$ cat config.mk
export PLATFORM = sky130hd
export DESIGN_NAME = afe_ro_udma_drain
export DESIGN_NICKNAME = d
export VERILOG_FILES = /design/src/rtl/afe_ro_udma_drain.sv
export SDC_FILE = /design/constraint.sdc
export NUM_CORES = 1
export LEC_CHECK = 0
export CORE_UTILIZATION = 41
export CTS_CLUSTER_DIAMETER = 40
export DETAILED_ROUTE_END_ITERATION = 8
export PLACE_DENSITY = 0.86
export SYNTH_ARGS = -nofsm -noshare
export SYNTH_HDL_FRONTEND = slang
export SYNTH_SLANG_ARGS = --single-unit
$ cat constraint.sdc
create_clock -name clk_i -period 1.8 [get_ports clk_i]
set_input_delay 0.18 -clock clk_i [delete_from_list [all_inputs] [get_ports clk_i]]
set_output_delay 0.18 -clock clk_i [all_outputs]
set_load 0.005 [all_outputs]
$ cat src/rtl/afe_ro_udma_drain.sv
// AFE readout -> uDMA RX sequencer with drain-before-shutdown and wake-up delay.
// Optional OFF-state sample flushing with a discard counter: AFE_RO_UDMA_DRAIN_FLUSH_EN.
module afe_ro_udma_drain #(
    parameter int DATA_WIDTH    = 32,
    parameter int DRAIN_TIMEOUT = 64,
    parameter int WAKE_CYCLES   = 4,
    parameter int CNT_WIDTH     = 16
) (
    input  logic                  clk_i,
    input  logic                  rstn_i,
    input  logic                  cfg_udma_shtdwn_i,
    input  logic [DATA_WIDTH-1:0] afe_data_i,
    input  logic                  afe_valid_i,
    output logic                  afe_ready_o,
    output logic [DATA_WIDTH-1:0] udma_data_o,
    output logic                  udma_valid_o,
    input  logic                  udma_ready_i,
    output logic                  udma_shtdwn_o,
    output logic                  busy_o,
    output logic                  drop_o,
    output logic [CNT_WIDTH-1:0]  flush_cnt_o
);

    typedef enum logic [1:0] {RUN, DRAIN, OFF, WAKE} state_e;

    localparam logic [7:0] TIMEOUT_INIT = 8'(DRAIN_TIMEOUT);
    localparam logic [7:0] WAKE_INIT    = 8'(WAKE_CYCLES);

    state_e                state_q, state_d;
    logic [DATA_WIDTH-1:0] data_q, data_d;
    logic                  valid_q, valid_d;
    logic                  shtdwn_q, shtdwn_d;
    logic                  busy_q, busy_d;
    logic                  drop_q, drop_d;
    logic [7:0]            timer_q, timer_d;
    logic [7:0]            wake_q, wake_d;
    logic                  afe_ready;

`ifdef AFE_RO_UDMA_DRAIN_FLUSH_EN
    logic [CNT_WIDTH-1:0]  flush_cnt_q, flush_cnt_d;
`endif

    always_comb begin
        state_d   = state_q;
        data_d    = data_q;
        valid_d   = valid_q;
        drop_d    = drop_q;
        timer_d   = timer_q;
        wake_d    = wake_q;
        afe_ready = 1'b0;
`ifdef AFE_RO_UDMA_DRAIN_FLUSH_EN
        flush_cnt_d = flush_cnt_q;
`endif
        case (state_q)
            RUN: begin
                afe_ready = ~valid_q | udma_ready_i;
                if (afe_valid_i && afe_ready) begin
                    data_d  = afe_data_i;
                    valid_d = 1'b1;
                end else if (valid_q && udma_ready_i) begin
                    valid_d = 1'b0;
                end
                if (cfg_udma_shtdwn_i) begin
                    state_d = DRAIN;
                    timer_d = TIMEOUT_INIT;
                end
            end
            DRAIN: begin
                if (!valid_q || udma_ready_i) begin
                    valid_d = 1'b0;
                    state_d = OFF;
                end else if (timer_q == 8'd0) begin
                    // uDMA never took the word: give up on it and flag the loss.
                    valid_d = 1'b0;
                    drop_d  = 1'b1;
                    state_d = OFF;
                end else begin
                    timer_d = timer_q - 8'd1;
                end
            end
            OFF: begin
                valid_d = 1'b0;
`ifdef AFE_RO_UDMA_DRAIN_FLUSH_EN
                afe_ready = 1'b1;
                if (afe_valid_i && (flush_cnt_q != '1)) begin
                    flush_cnt_d = flush_cnt_q + 1'b1;
                end
`endif
                if (!cfg_udma_shtdwn_i) begin
                    state_d = WAKE;
                    wake_d  = WAKE_INIT;
                    drop_d  = 1'b0;
                end
            end
            WAKE: begin
                if (cfg_udma_shtdwn_i) begin
                    state_d = OFF;
                end else if (wake_q == 8'd1) begin
                    state_d = RUN;
`ifdef AFE_RO_UDMA_DRAIN_FLUSH_EN
                    flush_cnt_d = '0;
`endif
                end else begin
                    wake_d = wake_q - 8'd1;
                end
            end
            default: state_d = RUN;
        endcase
        // Status outputs are registered from the next state so they line up with it.
        shtdwn_d = (state_d == OFF);
        busy_d   = (state_d == DRAIN) || (state_d == WAKE);
    end

    always_ff @(posedge clk_i or negedge rstn_i) begin
        if (!rstn_i) begin
            state_q  <= RUN;
            data_q   <= '0;
            valid_q  <= 1'b0;
            shtdwn_q <= 1'b0;
            busy_q   <= 1'b0;
            drop_q   <= 1'b0;
            timer_q  <= '0;
            wake_q   <= '0;
        end else begin
            state_q  <= state_d;
            data_q   <= data_d;
            valid_q  <= valid_d;
            shtdwn_q <= shtdwn_d;
            busy_q   <= busy_d;
            drop_q   <= drop_d;
            timer_q  <= timer_d;
            wake_q   <= wake_d;
        end
    end

`ifdef AFE_RO_UDMA_DRAIN_FLUSH_EN
    always_ff @(posedge clk_i or negedge rstn_i) begin
        if (!rstn_i) begin
            flush_cnt_q <= '0;
        end else begin
            flush_cnt_q <= flush_cnt_d;
        end
    end

    assign flush_cnt_o = flush_cnt_q;
`else
    assign flush_cnt_o = '0;
`endif

    assign afe_ready_o   = afe_ready;
    assign udma_data_o   = data_q;
    assign udma_valid_o  = valid_q;
    assign udma_shtdwn_o = shtdwn_q;
    assign busy_o        = busy_q;
    assign drop_o        = drop_q;

endmodule

# After elaboration in Yosys (flattened, before gate mapping)
# Cells that the tools add are included.
# W data, S select, Z words.
word_totals:
  regBits: 54
  latchBits: 0
  ramBits: 0
  mem_bits_ro: 0
  in_bits: 37
  output_inout_bits: 53
  wordCells: 69
  n_memories: 0
op_classes:
  add_sub_neg: 2
  mul: 0
  div: 0
  magnitude_cmp: 0
  n_eq_ne: 16
  shifts: 0
  muxes: 25
  bitwise_logic: 2
  reduce_logical: 16
ops:
  columns: ["cell", "count"]
  rows:
  - ["$mux W8", 6]
  - ["$pmux W8 S2", 2]
  - ["$sub A8 B1 Y8 const B", 2]
  - ["$ne A2 B2 Y1 const B", 7]
  - ["$mux W2", 6]
  - ["$reduce_and A4 Y1", 3]
  - ["$eq A2 B2 Y1 const B", 4]
  - ["$eq A8 B1 Y1 const B", 1]
  - ["$logic_not A8 Y1", 1]
  - ["$mux W1", 8]
  - ["$pmux W2 S4", 1]
  - ["$ne A3 B3 Y1 const B", 2]
  - ["$reduce_bool A2 Y1", 3]
  - ["$eq A2 B1 Y1 const B", 2]
  - ["$pmux W1 S3", 1]
  - ["$reduce_and A3 Y1", 1]
  - ["$reduce_bool A3 Y1", 1]
  - ["$logic_and A1 B1 Y1", 2]
  - ["$logic_not A2 Y1", 1]
  - ["$logic_or A1 B1 Y1", 2]
  - ["$pmux W1 S2", 1]
  - ["$reduce_and A2 Y1", 1]
  - ["$logic_not A1 Y1", 1]
  - ["$not A1 Y1", 1]
  - ["$or A1 B1 Y1", 1]

# Depth between registers and ports, before layout
logic_depth:
  depth_word: 6
  ltp_mapped: 8
  mapped_depth_nobuf: 6

# Least setup slack after synthesis
# OpenSTA, ideal clock, no wires.
synth_timing:
  path_type: "register to register"
  startpoint: "register state_q[0]"
  endpoint: "register data_q[19], in the netlist udma_data_o[19]"
  setup_ns: 0.125
  arrival_ns: 1.703
  setup_slack_ns: -0.027
  stages_incl_launch_ff: 7
  path_buffers: 2
  synth_period_minus_slack_ns: 1.827
  cell_sequence: "dfrtp_1 inv_1 ha_1 clkbuf_1 nand3_1 clkbuf_1 mux2_2"
synth_between:
  elab_chain_len: 2
synth_lines:
  columns: ["item", "line_no", "source"]
  rows:
  - ["start: declaration", "29", "state_e state_q, state_d;"]
  - ["start signal: assignment", "125", "state_q <= state_d;"]
  - ["$logic_not A2 Y1", "54", "case (state_q)"]
  - ["$reduce_and A2 Y1 (no line)", null, null]
  - ["end signal: assignment", "126", "data_q <= data_d;"]
  - ["end: declaration", "30", "logic [DATA_WIDTH-1:0] data_q, data_d;"]
# Every way passes these cells.
# A chain may end at the register's enable or synchronous reset.

# Worst setup path after layout
layout_timing:
  startpoint: "register timer_q[4]"
  endpoint: "register timer_q[7]"
layout_between:
  elab_chain_len: 4
layout_lines:
  columns: ["item", "line_no", "source"]
  rows:
  - ["start: declaration", "35", "logic [7:0] timer_q, timer_d;"]
  - ["start signal: assignment", "131", "timer_q <= timer_d;"]
  - ["$sub A8 B1 Y8", "78", "timer_d = timer_q - 8'd1;"]
  - ["$mux W8", "72", "end else if (timer_q == 8'd0) begin"]
  - ["$mux W8", "69", "if (!valid_q || udma_ready_i) begin"]
  - ["$pmux W8 S2", "54", null]
# Parallel ways exist; a longest one is shown, timed or not. The select of a mux whose other input is x is not followed.

==> results.yml <==
detailed_routing:
  drcViolationCount: 0
  antenna_left: 0
  dr.pass1.iters: 6
  via_per_inst: 5.33
  wl_per_cell_microns: 15.5
  drt_iter0_drc: 161
  totalWireLength_mm: 6.35
  via_count: 2187
critical_path:
  cp.arrival_ps: 2010
  r2r_setup_slack_ps: 30
  criticalPathCategory: "reg -> reg"
  end_kind: "flip-flop"
  critPathLaunchType: "flip-flop"
  cp_max_fo: 8
  required_ps: 2040
synth:
  synthMuxAreaShare: 0.139
  syn_inst: 236
  netlist_area_sq_mm: 0.00268
  yosysWarnings: 0
  synth_compound_area_frac: 0.113
  seq_area_frac_synth: 0.504
  synth_top_family_by_area: "multiplexers"
  syn_area_per_cell_sq_um: 11.4
  ys.flop_type: "dfrtp_1"
  synth-xor-area-share: 0.00981
  synth.distinct_cells: 48
  synthSimpleGateAreaFrac: 0.118
  ys_ff_latch: 54
  async_flop_share: 1.00
  synthAdderAreaFrac: 0.0374
  synth-edff-count: 0
sta:
  finalCriticalPeriod_ps: 1770
  setup_viol: 0
  finalSetupTns_ps: 0
  final.setup_skew_ps: 8.00
  slew_viol_final: 0
  fmax_mhz: 564
  fin_crit_sh: 0.985
  hold_violations: 0
  worst_slack_ps: 26.5
power_and_ir_drop:
  peakVddDrop_uv: 874
  power_mw: 6.17
  pwr_density_cell_mw_per_mm2: 1600
  cellLeakagePower_nw: 1.65
placed_design:
  gp_congestion: 0.851
  pre_cts_ws_ps: -17.6
  hpwl_mm: 4.26
  io_buffers: 73
  placed_cell_area_sq_mm: 0.00358
clock_network:
  clockRootBuffer: "clkbuf_8"
  cts_buffers: 5
  path_clk_slew_ps: 100
  clock_path_buffers: 2
  cts_tree: "built"
  numClockSinks: 54
  clkLatencyLatePin_ps: 300
  htree_levels: 2
floorplanning:
  initial_core_util: 0.424
  core_sq_mm: 0.00631
  die_area_sq_mm: 0.00686
  die_h_microns: 82.8
  io_pins: 90
  die-width_microns: 82.8
  row_count: 29
final_layout:
  syn2layout_area_growth_pct: 44.2
  antenna-diode-count: 0
  fillers: 504
  final_nets: 377
  stdcell_area_sq_mm: 0.00386
  drive_gt1_frac: 0.273
grt:
  grt_pass1_wl_mm: 9.96
  first_global_vias: 2097
  grt.total_usage: 0.178
  globalRouteOverflowTotal: 0
  antenna_found_initial: 0
  grt_max_degree: 55
min_path:
  hold_path.class: "in -> async"
status:
  status: "finished, final reports clean"
run:
  drv_cap: 0
==> worst max-delay path: stages, from the launching register on <==
cell and delay (ps):
dfrtp_1 400, or4_4 620, or4_4 540, a21oi_2 150
==> what timing repair did <==
action / CTS / global route
hold buffers: 1 / 0
resized for setup: 7 / 25
buffers inserted: 1 / 5
endpoints found under the hold margin: 54 / 0
gates cloned: 0 / 0
pin swaps: 1 / 6
endpoints found under the setup margin: 6 / 19
==> synthesized netlist by cell type, types with 2 or more instances <==
cell,number,area (sq um)
a21oi_1,12,60.1
a31oi_1,4,25.0
a41o_1,2,20.0
and2_1,3,18.8
and3_1,2,12.5
buf_1,3,11.3
buf_4,16,120
clkbuf_1,5,18.8
dfrtp_1,54,1350
ha_1,8,100
inv_1,11,41.3
mux2_2,33,372
nand2_1,9,33.8
nand2b_1,2,12.5
nand3b_1,3,22.5
nor2_1,12,45.0
nor2b_1,2,12.5
nor3_1,5,25.0
nor4_1,2,12.5
o211ai_1,3,22.5
o21ai_0,10,50.1
o31ai_1,3,22.5
or3_1,4,25.0
or3b_2,2,17.5
or4_1,2,15.0
xor2_1,2,17.5
==> power by group <==
group	leakage, nW	total [mW]	switching [mW]	internal (mW)
Clock	0.0524	0.802	0.385	0.417
Sequential	0.655	2.11	0.349	1.76
Combinational	0.939	3.26	1.33	1.94
Total	1.65	6.17	2.06	4.11
==> logic make-up (layout without fill, tap and decap cells) <==
kind of cell             after synthesis  after routing
adder cells (fa/ha/maj)                8              8
other                                  1             16
AND/OR/NAND/NOR                       55             55
buffers and inverters                 37            119
flip-flops                            54             54
XOR/XNOR                               3              3
AO/OA/AOI/OAI                         45             45
multiplexers                          33             33
==> final timing paths <==
path / start / end / depth (start not counted)
max: timer_q[4]$_DFFE_PN0P_ / timer_q[7]$_DFFE_PN0P_ / 3
min: rstn_i / wake_q[0]$_DFFE_PN0P_ / 3
max reg2reg: timer_q[4]$_DFFE_PN0P_ / timer_q[7]$_DFFE_PN0P_ / 3
min reg2reg: udma_data_o[16]$_DFFE_PN0P_ / udma_data_o[16]$_DFFE_PN0P_ / 1
max in group asynchronous: rstn_i / udma_data_o[26]$_DFFE_PN0P_ / 3
min in group clk_i: afe_data_i[2] / udma_data_o[2]$_DFFE_PN0P_ / 2
==> layout make-up <==
type / count / area, sq um / share of cell area
tap: 77 / 96.3 / 0.0249
inverter: 11 / 45.0 / 0.0117
multi-input combinational: 160 / 1300 / 0.336
sequential: 54 / 1350 / 0.350
clock inverter: 1 / 30.0 / 0.00777
timing repair buffer: 100 / 966 / 0.250
clock buffer: 7 / 76.3 / 0.0198
==> per-layer routing <==
layer  vias up  GRT usage  wire [microns]
met5         -          0               0
met4         0     0.0439              66
met3         9     0.0417             344
met2        87      0.311            3340
met1      1085      0.221            2600
li1       1006          -               -
==> cell usage in the layout, fill, tap and decap left out, drive strengths merged, types with 4 or more instances in the layout <==
cell type | netlist | final
clkdlybuf4s50 | 0 | 71
dfrtp | 54 | 54
mux2 | 33 | 33
buf | 21 | 27
conb | 1 | 16
nor2 | 12 | 12
a21oi | 12 | 12
o21ai | 11 | 11
inv | 11 | 10
nand2 | 9 | 9
ha | 8 | 8
clkbuf | 5 | 7
nor3 | 5 | 5
a31oi | 4 | 4
or3 | 4 | 4
==> through the flow <==
| step | util | std cells | hold WS, ps |
|---|---|---|---|
| final | 0.612 | 410 | 391 |
| after global routing | 0.612 | 410 | 428 |
| after CTS | 0.589 | 406 | 413 |
| after detailed placement | 0.566 | 396 | 200 |
| after global placement | 0.566 | 396 | 197 |
| after floorplan | - | 251 | -116 |
==> state kept, by name, summed over array words and instances, names as in the netlist <==
signal         count
busy_o             1
udma_valid_o       1
wake_q             8
timer_q            8
drop_o             1
udma_shtdwn_o      1
udma_data_o       32
state_q            2
Note: power is estimated with default switching activity, not from simulation.
